`config.mk`:
```
export PLATFORM = sky130hd
export DESIGN_NAME = io_decimal_display
export DESIGN_NICKNAME = d
export VERILOG_FILES = /design/src/rtl/io_decimal_display.sv
export SDC_FILE = /design/constraint.sdc
export NUM_CORES = 1
export LEC_CHECK = 0
export BUFFER_PORTS_ARGS = -buffer_cell sky130_fd_sc_hd__buf_2
export CORE_MARGIN = 2
export CORE_UTILIZATION = 64
export DETAILED_ROUTE_END_ITERATION = 16
export GPL_TIMING_DRIVEN = 0
export PLACE_DENSITY_LB_ADDON = 0.2
export REMOVE_ABC_BUFFERS = 1
export SKIP_CTS_REPAIR_TIMING = 1
export SLEW_MARGIN = 0
export SYNTH_ARGS = -nofsm -noshare
export SYNTH_HDL_FRONTEND = slang
export SYNTH_SLANG_ARGS = --single-unit
export TNS_END_PERCENT = 50
```
`constraint.sdc`:
```
create_clock -name Clock -period 12.5 [get_ports Clock]
set_clock_uncertainty 0.2 [all_clocks]
set_input_delay 3.75 -clock Clock [delete_from_list [all_inputs] [get_ports Clock]]
set_output_delay 3.75 -clock Clock [all_outputs]
set_load 0.05 [all_outputs]
```
`src/rtl/io_decimal_display.sv`:
```
// -----------------------------------------------------------------------------
// io_decimal_display
//
// Signed-decimal seven-segment formatter for OUT instruction data. A value is
// captured on Start, its magnitude is converted to BCD with a sequential
// shift-add-3 (double-dabble) engine, and eight active-low digits are rendered
// with a fixed-position minus sign, optional leading-zero blanking and an
// overflow indication (all digits show minus).
//
// Parameters
//   LEADING_ZERO_BLANK  1: blank digits above the most significant non-zero
//                          digit; 0: show them as '0'.
// Ports
//   Clock               rising-edge system clock
//   Reset               asynchronous, active-high reset
//   Start               conversion request, accepted only when idle
//   Value[31:0]         signed two's-complement value, sampled on accept
//   Busy                high from the accepting edge until the render edge
//   Done                one-cycle pulse following the render edge
//   Display0..Display7  active-low segments {g,f,e,d,c,b,a}, Display0 = LSD
// -----------------------------------------------------------------------------
module io_decimal_display #(
   parameter bit LEADING_ZERO_BLANK = 1'b1
) (
   input  logic        Clock,
   input  logic        Reset,
   input  logic        Start,
   input  logic [31:0] Value,
   output logic        Busy,
   output logic        Done,
   output logic [6:0]  Display0,
   output logic [6:0]  Display1,
   output logic [6:0]  Display2,
   output logic [6:0]  Display3,
   output logic [6:0]  Display4,
   output logic [6:0]  Display5,
   output logic [6:0]  Display6,
   output logic [6:0]  Display7
);

   typedef enum logic [1:0] {
      ST_IDLE,
      ST_CONVERT,
      ST_RENDER
   } state_t;

   localparam logic [6:0] SEG_BLANK = 7'b111_1111;
   localparam logic [6:0] SEG_MINUS = 7'b011_1111;
   localparam logic [6:0] SEG_ZERO  = 7'b100_0000;

   // Largest magnitudes that fit: seven digits behind a minus, or eight digits.
   localparam logic [31:0] NEG_LIMIT = 32'd9_999_999;
   localparam logic [31:0] POS_LIMIT = 32'd99_999_999;

   state_t      state_q, state_d;
   logic        sign_q, sign_d;
   logic        ovf_q, ovf_d;
   logic [31:0] mag_q, mag_d;
   logic [31:0] bcd_q, bcd_d;
   logic [4:0]  cnt_q, cnt_d;
   logic        busy_q, busy_d;
   logic        done_q, done_d;
   logic [6:0]  disp_q [8];
   logic [6:0]  disp_d [8];

   logic [31:0] accept_mag;
   logic        accept_ovf;
   logic [31:0] bcd_adj;
   logic [63:0] shifted;
   logic [6:0]  render_disp [8];

   function automatic logic [6:0] seg_of(input logic [3:0] digit);
      logic [6:0] seg;
      case (digit)
         4'd0:    seg = 7'b100_0000;
         4'd1:    seg = 7'b111_1001;
         4'd2:    seg = 7'b010_0100;
         4'd3:    seg = 7'b011_0000;
         4'd4:    seg = 7'b001_1001;
         4'd5:    seg = 7'b001_0010;
         4'd6:    seg = 7'b000_0010;
         4'd7:    seg = 7'b111_1000;
         4'd8:    seg = 7'b000_0000;
         4'd9:    seg = 7'b001_0000;
         default: seg = SEG_BLANK;
      endcase
      return seg;
   endfunction

   // Two's-complement negate as unsigned: -2^31 maps onto 2^31, which the
   // overflow check then rejects.
   always_comb begin
      accept_mag = Value[31] ? (~Value + 32'd1) : Value;
      accept_ovf = Value[31] ? (accept_mag > NEG_LIMIT) : (accept_mag > POS_LIMIT);
   end

   // One double-dabble step: correct every nibble that would overflow past 9
   // after doubling, then shift the magnitude's next bit into the BCD field.
   always_comb begin
      for (int i = 0; i < 8; i++) begin
         bcd_adj[4*i +: 4] = (bcd_q[4*i +: 4] >= 4'd5) ? bcd_q[4*i +: 4] + 4'd3
                                                        : bcd_q[4*i +: 4];
      end
      shifted = {bcd_adj, mag_q} << 1;
   end

   // Render image from the finished BCD register.
   always_comb begin
      int top_idx;
      top_idx = 0;
      for (int i = 0; i < 8; i++) begin
         if (bcd_q[4*i +: 4] != 4'd0) top_idx = i;
      end
      for (int i = 0; i < 8; i++) begin
         render_disp[i] = seg_of(bcd_q[4*i +: 4]);
         // Display0 is never above top_idx, so it always shows its digit.
         if (LEADING_ZERO_BLANK && (i > top_idx)) render_disp[i] = SEG_BLANK;
         if (sign_q && (i == 7))                  render_disp[i] = SEG_MINUS;
         if (ovf_q)                               render_disp[i] = SEG_MINUS;
      end
   end

   // NOTE: every signal written here gets its hold value first, so no path
   // leaves a variable unassigned and no latch is inferred.
   always_comb begin
      state_d = state_q;
      sign_d  = sign_q;
      ovf_d   = ovf_q;
      mag_d   = mag_q;
      bcd_d   = bcd_q;
      cnt_d   = cnt_q;
      busy_d  = busy_q;
      done_d  = 1'b0;
      disp_d  = disp_q;

      case (state_q)
         ST_IDLE: begin
            if (Start) begin
               sign_d  = Value[31];
               mag_d   = accept_mag;
               ovf_d   = accept_ovf;
               bcd_d   = '0;
               cnt_d   = '0;
               busy_d  = 1'b1;
               state_d = accept_ovf ? ST_RENDER : ST_CONVERT;
            end
         end
         ST_CONVERT: begin
            bcd_d = shifted[63:32];
            mag_d = shifted[31:0];
            cnt_d = cnt_q + 5'd1;
            if (cnt_q == 5'd31) state_d = ST_RENDER;
         end
         ST_RENDER: begin
            disp_d  = render_disp;
            done_d  = 1'b1;
            busy_d  = 1'b0;
            state_d = ST_IDLE;
         end
         default: state_d = ST_IDLE;
      endcase
   end

   // NOTE: state registers use non-blocking assignments so every flop samples
   // its _d value from before the edge, independent of statement order.
   always_ff @(posedge Clock or posedge Reset) begin
      if (Reset) begin
         state_q <= ST_IDLE;
         sign_q  <= 1'b0;
         ovf_q   <= 1'b0;
         mag_q   <= '0;
         bcd_q   <= '0;
         cnt_q   <= '0;
         busy_q  <= 1'b0;
         done_q  <= 1'b0;
         for (int i = 0; i < 8; i++) disp_q[i] <= SEG_ZERO;
      end else begin
         state_q <= state_d;
         sign_q  <= sign_d;
         ovf_q   <= ovf_d;
         mag_q   <= mag_d;
         bcd_q   <= bcd_d;
         cnt_q   <= cnt_d;
         busy_q  <= busy_d;
         done_q  <= done_d;
         disp_q  <= disp_d;
      end
   end

   assign Busy     = busy_q;
   assign Done     = done_q;
   assign Display0 = disp_q[0];
   assign Display1 = disp_q[1];
   assign Display2 = disp_q[2];
   assign Display3 = disp_q[3];
   assign Display4 = disp_q[4];
   assign Display5 = disp_q[5];
   assign Display6 = disp_q[6];
   assign Display7 = disp_q[7];

endmodule

```
Yosys cells after proc, flatten, opt, wreduce, memory -nomap -nowiden
Memories as Yosys holds them, arrays and structs flattened.
Cells that the tools add are included.
Operators by class
  eq/ne operators: 5
  magnitude comparators: 18
  shift operators: 0
  multiplexer cells: 47
  bitwise operators: 1
  reduce and logical (&&, ||, !) cells: 14
  $mul: 0
  divide/modulo/power cells: 0
  add/subtract/negate cells: 10
Operators with widths (number)
  $pmux 32 s2: 2
  $mux 7: 17
  $mux 32: 3
  $gt 3x32->1 const A: 2
  $gt 4x32->1 const A: 2
  $add 32x1->32 const B: 1
  $ge 4x3->1 const B: 8
  $gt 1x32->1 const A: 1
  $gt 2x32->1 const A: 1
  $gt 32x24->1 const B: 1
  $gt 32x27->1 const B: 1
  $not 32->32: 1
  $add 4x2->4 const B: 7
  $mux 4: 7
  $reduce_bool 4->1: 7
  $mux 3: 5
  $mux 2: 5
  $pmux 5 s2: 1
  $reduce_and 2->1: 4
  $gt 3x3->1 const A: 2
  $add 5x1->5 const B: 1
  $eq 5x5->1 const B: 1
  $mux 5: 1
  $mux 1: 4
  other kinds (8): 10
Storage, ports and cells
  bits in latches: 0
  ROM bits: 896
  logic and storage cells: 119
  bits in writable memories: 0
  memories: 8
  output and inout bits: 58
  register bits after elaboration: 131
Memory list
  (no name shown): depth 16, width 7, rd ports 1, clocked after memory_dff 0, write ports 0, line 74  | case (digit)
  (no name shown): depth 16, width 7, rd ports 1, clocked after memory_dff 0, write ports 0, line 74
  (no name shown): depth 16, width 7, rd ports 1, clocked after memory_dff 0, write ports 0, line 74
  (no name shown): depth 16, width 7, rd ports 1, clocked after memory_dff 0, write ports 0, line 74
  (no name shown): depth 16, width 7, rd ports 1, clocked after memory_dff 0, write ports 0, line 74
  (no name shown): depth 16, width 7, rd ports 1, clocked after memory_dff 0, write ports 0, line 74
  +2 memories

Logic depth before layout (Yosys ltp)
  word-level depth: 12
  mapped depth: 13
  depth with buffers taken out: 11

Least setup slack after synthesis
Ideal clock, no wire load.
  kind: input port to flip-flop
  from: input Value[0]
  to: register state_q[0]
  setup slack: 5668 ps
  required time: 12174 ps
  library setup time: 126 ps
  cell stages on the path: 13
  arrival: 6507 ps
  cells stage by stage: inv_1 ha_1 or3b_2 clkbuf_1 or4_1 buf_2 o21ai_0 xor2_1 or4_1 o211ai_1 a31oi_1 o22a_2 o2bb2ai_2
On the way
  longest elaborated chain between the ends: 8
Ends and longest elaborated chain
  from (decl): line 28  | input logic [31:0] Value,
  $not 32->32: line 93  | accept_mag = Value[31] ? (~Value + 32'd1) : Value;
  $add 32x1->32: line 93
  $mux 32 *: line 93
  $gt 32x27->1 / $gt 32x24->1 (equally long branches): line 94  | accept_ovf = Value[31] ? (accept_mag > NEG_LIMIT) : (accept_mag > POS_LIMIT);
  $mux 1 *: line 94
  $mux 2 *: line 145  | state_d = accept_ovf ? ST_RENDER : ST_CONVERT;
  $mux 2 *: line 138  | if (Start) begin
  $pmux 2 s2 *: line 136  | case (state_q)
  to (signal assigned): line 178  | state_q <= state_d;
  to (decl): line 55  | state_t state_q, state_d;
Mark *: on every way between the ends. The rest lies on a longest branch, timed or not. The select of a mux whose other input is x is not followed.
A chain may end at the register's enable or synchronous reset.

Worst setup path in the final report
Same ends and word-level chain as after synthesis.

==> flow_summary_export.csv <==
group,metric,value,unit
sta,setup_viol,0,
clock_network,clock_latency,0.42,ns
power,ir_worst_vdd,0.0987,mV
logic_synthesis,syn_area,8330,µm²
critical_path,path_max_fanout,10,
clock_network,clock-sinks,131,
sta,period_minus_slack,6.93,ns
die,fp.dieW,118,µm
min_path,min_path_type,"reg2reg",
cells_and_area,final_area,9390,µm²
logic_synthesis,synth_warnings,0,
cells_and_area,drive_above_1_share,14.6,%
min_path,hold_depth,2,
run,drv_cap,0,
global_routing,grt.busiest_layer,"met2",
logic_synthesis,yosys-top-cells-count,"dfrtp_1, nor2_1, a21oi_1",
critical_path,criticalPathCategory,"in2reg",
logic_synthesis,yosysSeqAreaShare,39.5,%
place,place_ws,5.18,ns
sta,slew_headroom,12.4,%
place,place.gp.congestion,0.906,
clock_network,cts_buffers,17,
logic_synthesis,yosys.area.top_type,"dfrtp_1",
logic_synthesis,syn-mean-instance-area,8.44,µm²
die,die_area,13900,µm²
sta,worstMarginPinSlew,1.31,ns
cells_and_area,area_growth,12.8,%
place,dp_hpwl,13.6,mm
logic_synthesis,synth_ff_type,"dfrtp_1",
sta,slew_viol_final,0,
place,place_area,8810,µm²
logic_synthesis,synthCells,987,
global_routing,antenna_found_initial,0,
power,leakagePower,3.92,nW
critical_path,crit_path_end_kind,"flip-flop",
route,drt_wl_total,20.3,mm
global_routing,grt_pass1_vias,7158,
cells_and_area,n_antenna_cell,0,
sta,hold_violations,0,
clock_network,ctsLongestPathBuffers,2,
min_path,hp-start,"Display7[6]",
logic_synthesis,netlist.area_leader.share,37.0,%
cells_and_area,nets,1115,
logic_synthesis,ys_types,70,
global_routing,grt_use_total,29.8,%
route,drtIter0Drc,819,
sta,max_freq,144,MHz
logic_synthesis,async_reset_ff_share,100,%
logic_synthesis,synth_seq_cells,131,
critical_path,r2r-start,"state_q[0]",
route,first_pass_iters,6,
logic_synthesis,synth.area.top_cells,"dfrtp_1, ha_1, a21oi_1, nor2_1, o21ai_0",
global_routing,grtUsageMet2,48.8,%
critical_path,cp-start-kind,"primary input",
route,ant_nets,0,
die,pin_count,93,
global_routing,use_met3,4.65,%
logic_synthesis,synth_edf_count,0,
die,die_h,118,µm
clock_network,cts_root_buf,"clkbuf_16",
logic_synthesis,yosys.cell_count.top_type,"dfrtp_1",
clock_network,cts_tree,"yes",
die,rows,41,
sta,fin_crit_sh,55.5,%
clock_network,clkTransAtPathRegs,0.05,ns
global_routing,grt_use_met1,40.2,%
sta,layout_setup_ws,5.57,ns
run_status,status,"finished, final reports clean",
place,port_buffers,92,
route,routedWlPerCell,16.7,µm
route,routed_via_density,6.26,
global_routing,grt-ovfl-total,0,
route,via_count,7654,
route,drc,0,
die,start_util,65.7,%
critical_path,cp-startpoint,"Value[0]",
sta,final.setup.tns,0,ns
power,powerDensity,119,nW/µm²
global_routing,grt_pass1_wl,34.5,mm
global_routing,grt_max_degree,95,
critical_path,critPathArrivalTime,7.00,ns
clock_network,cts_htree_levels,4,
sta,rsz0062_at_grt,"no",
critical_path,cp_data_required_time,12.57,ns
critical_path,ff2ff_path_depth,6,
die,core,12700,µm²
[report_power, final]
group	switching [W]	total [W]	internal, W
registers	0.0000204	0.000475	0.000455
clock network	0.000173	0.000487	0.000314
logic	0.000105	0.000151	0.0000457
total	0.000299	0.00111	0.000814
[cell families after synthesis]
family	Yosys count	share of synthesized area, %
AND/OR/NAND/NOR	333	18.7
buffers and inverters	103	5.18
flip-flops	131	39.5
adder cells (fa/ha/maj)	43	6.46
AO/OA/AOI/OAI	330	25.1
XOR/XNOR	40	4.21
multiplexers	7	0.871
[state kept, by name, indices dropped and copies added (netlist names)]
name,flops
Display7,7
Display3,7
mag_q,32
Display2,7
cnt_q,5
ovf_q,1
Display6,7
Done,1
Display4,7
Display0,7
sign_q,1
Busy,1
Display1,7
state_q,2
Display5,7
bcd_q,32
[final timing paths]
path | end | slack (ns)
max | state_q[0] | 5.57
min | Display7[6] | 0.27
max reg2reg | Display6[3] | 8.11
min reg2reg | Display7[6] | 0.27
max in group asynchronous | Display6[6] | 8.18
min in group asynchronous | Display0[0] | 3.12
[layout by cell type, fill, tap and decap left out, drive strengths merged, types with 8 or more instances in the layout]
cell type  instances
a21oi            102
a22oi             22
a31oi             10
buf               95
clkbuf            27
dfrtp            123
dfstp              8
ha                43
inv               37
nand2             98
nand2b            22
nand3             14
nor2             119
nor3              14
nor4              11
o21ai             81
o22a              17
o22ai             23
o31ai             14
o41ai             10
or3                9
or4               11
xnor2             24
xor2              16
[layout make-up]
class                      instances  area [µm²]
clock buffer                      27         503
multi-input combinational        753        4630
tap                              172         215
fill                             945        3280
sequential                       131        3290
inverter                          39         151
timing repair buffer              95         531
clock inverter                     5        75.1
[stage by stage]
step	std cells	hold WS [ns]	total power [W]	utilization [%]
floorplan	923	0.239	0.000577	-
global placement	1187	0.252	0.000623	68.8
detailed placement	1190	0.263	0.000632	69.5
CTS	1222	0.271	0.00111	74.1
global route	1222	0.286	0.00116	74.1
finish	1222	0.267	0.00111	74.1
[layer usage]
layer	vias to the layer above	routed length (µm)
met5	-	0
met4	0	380
met3	44	1230
met2	338	9870
met1	3627	8870
li1	3645	-
[critical path, cell delays in order]
cell and delay, ns:
buf_2 0.13, inv_1 0.10, ha_1 0.21, or3b_2 0.56, or4_1 0.63, o21ai_0 0.26, xor2_1 0.11, or4_1 0.51
o211ai_1 0.22, a31oi_1 0.11, o22a_2 0.27, o2bb2ai_2 0.13
(Power assumes the default switching activity.)
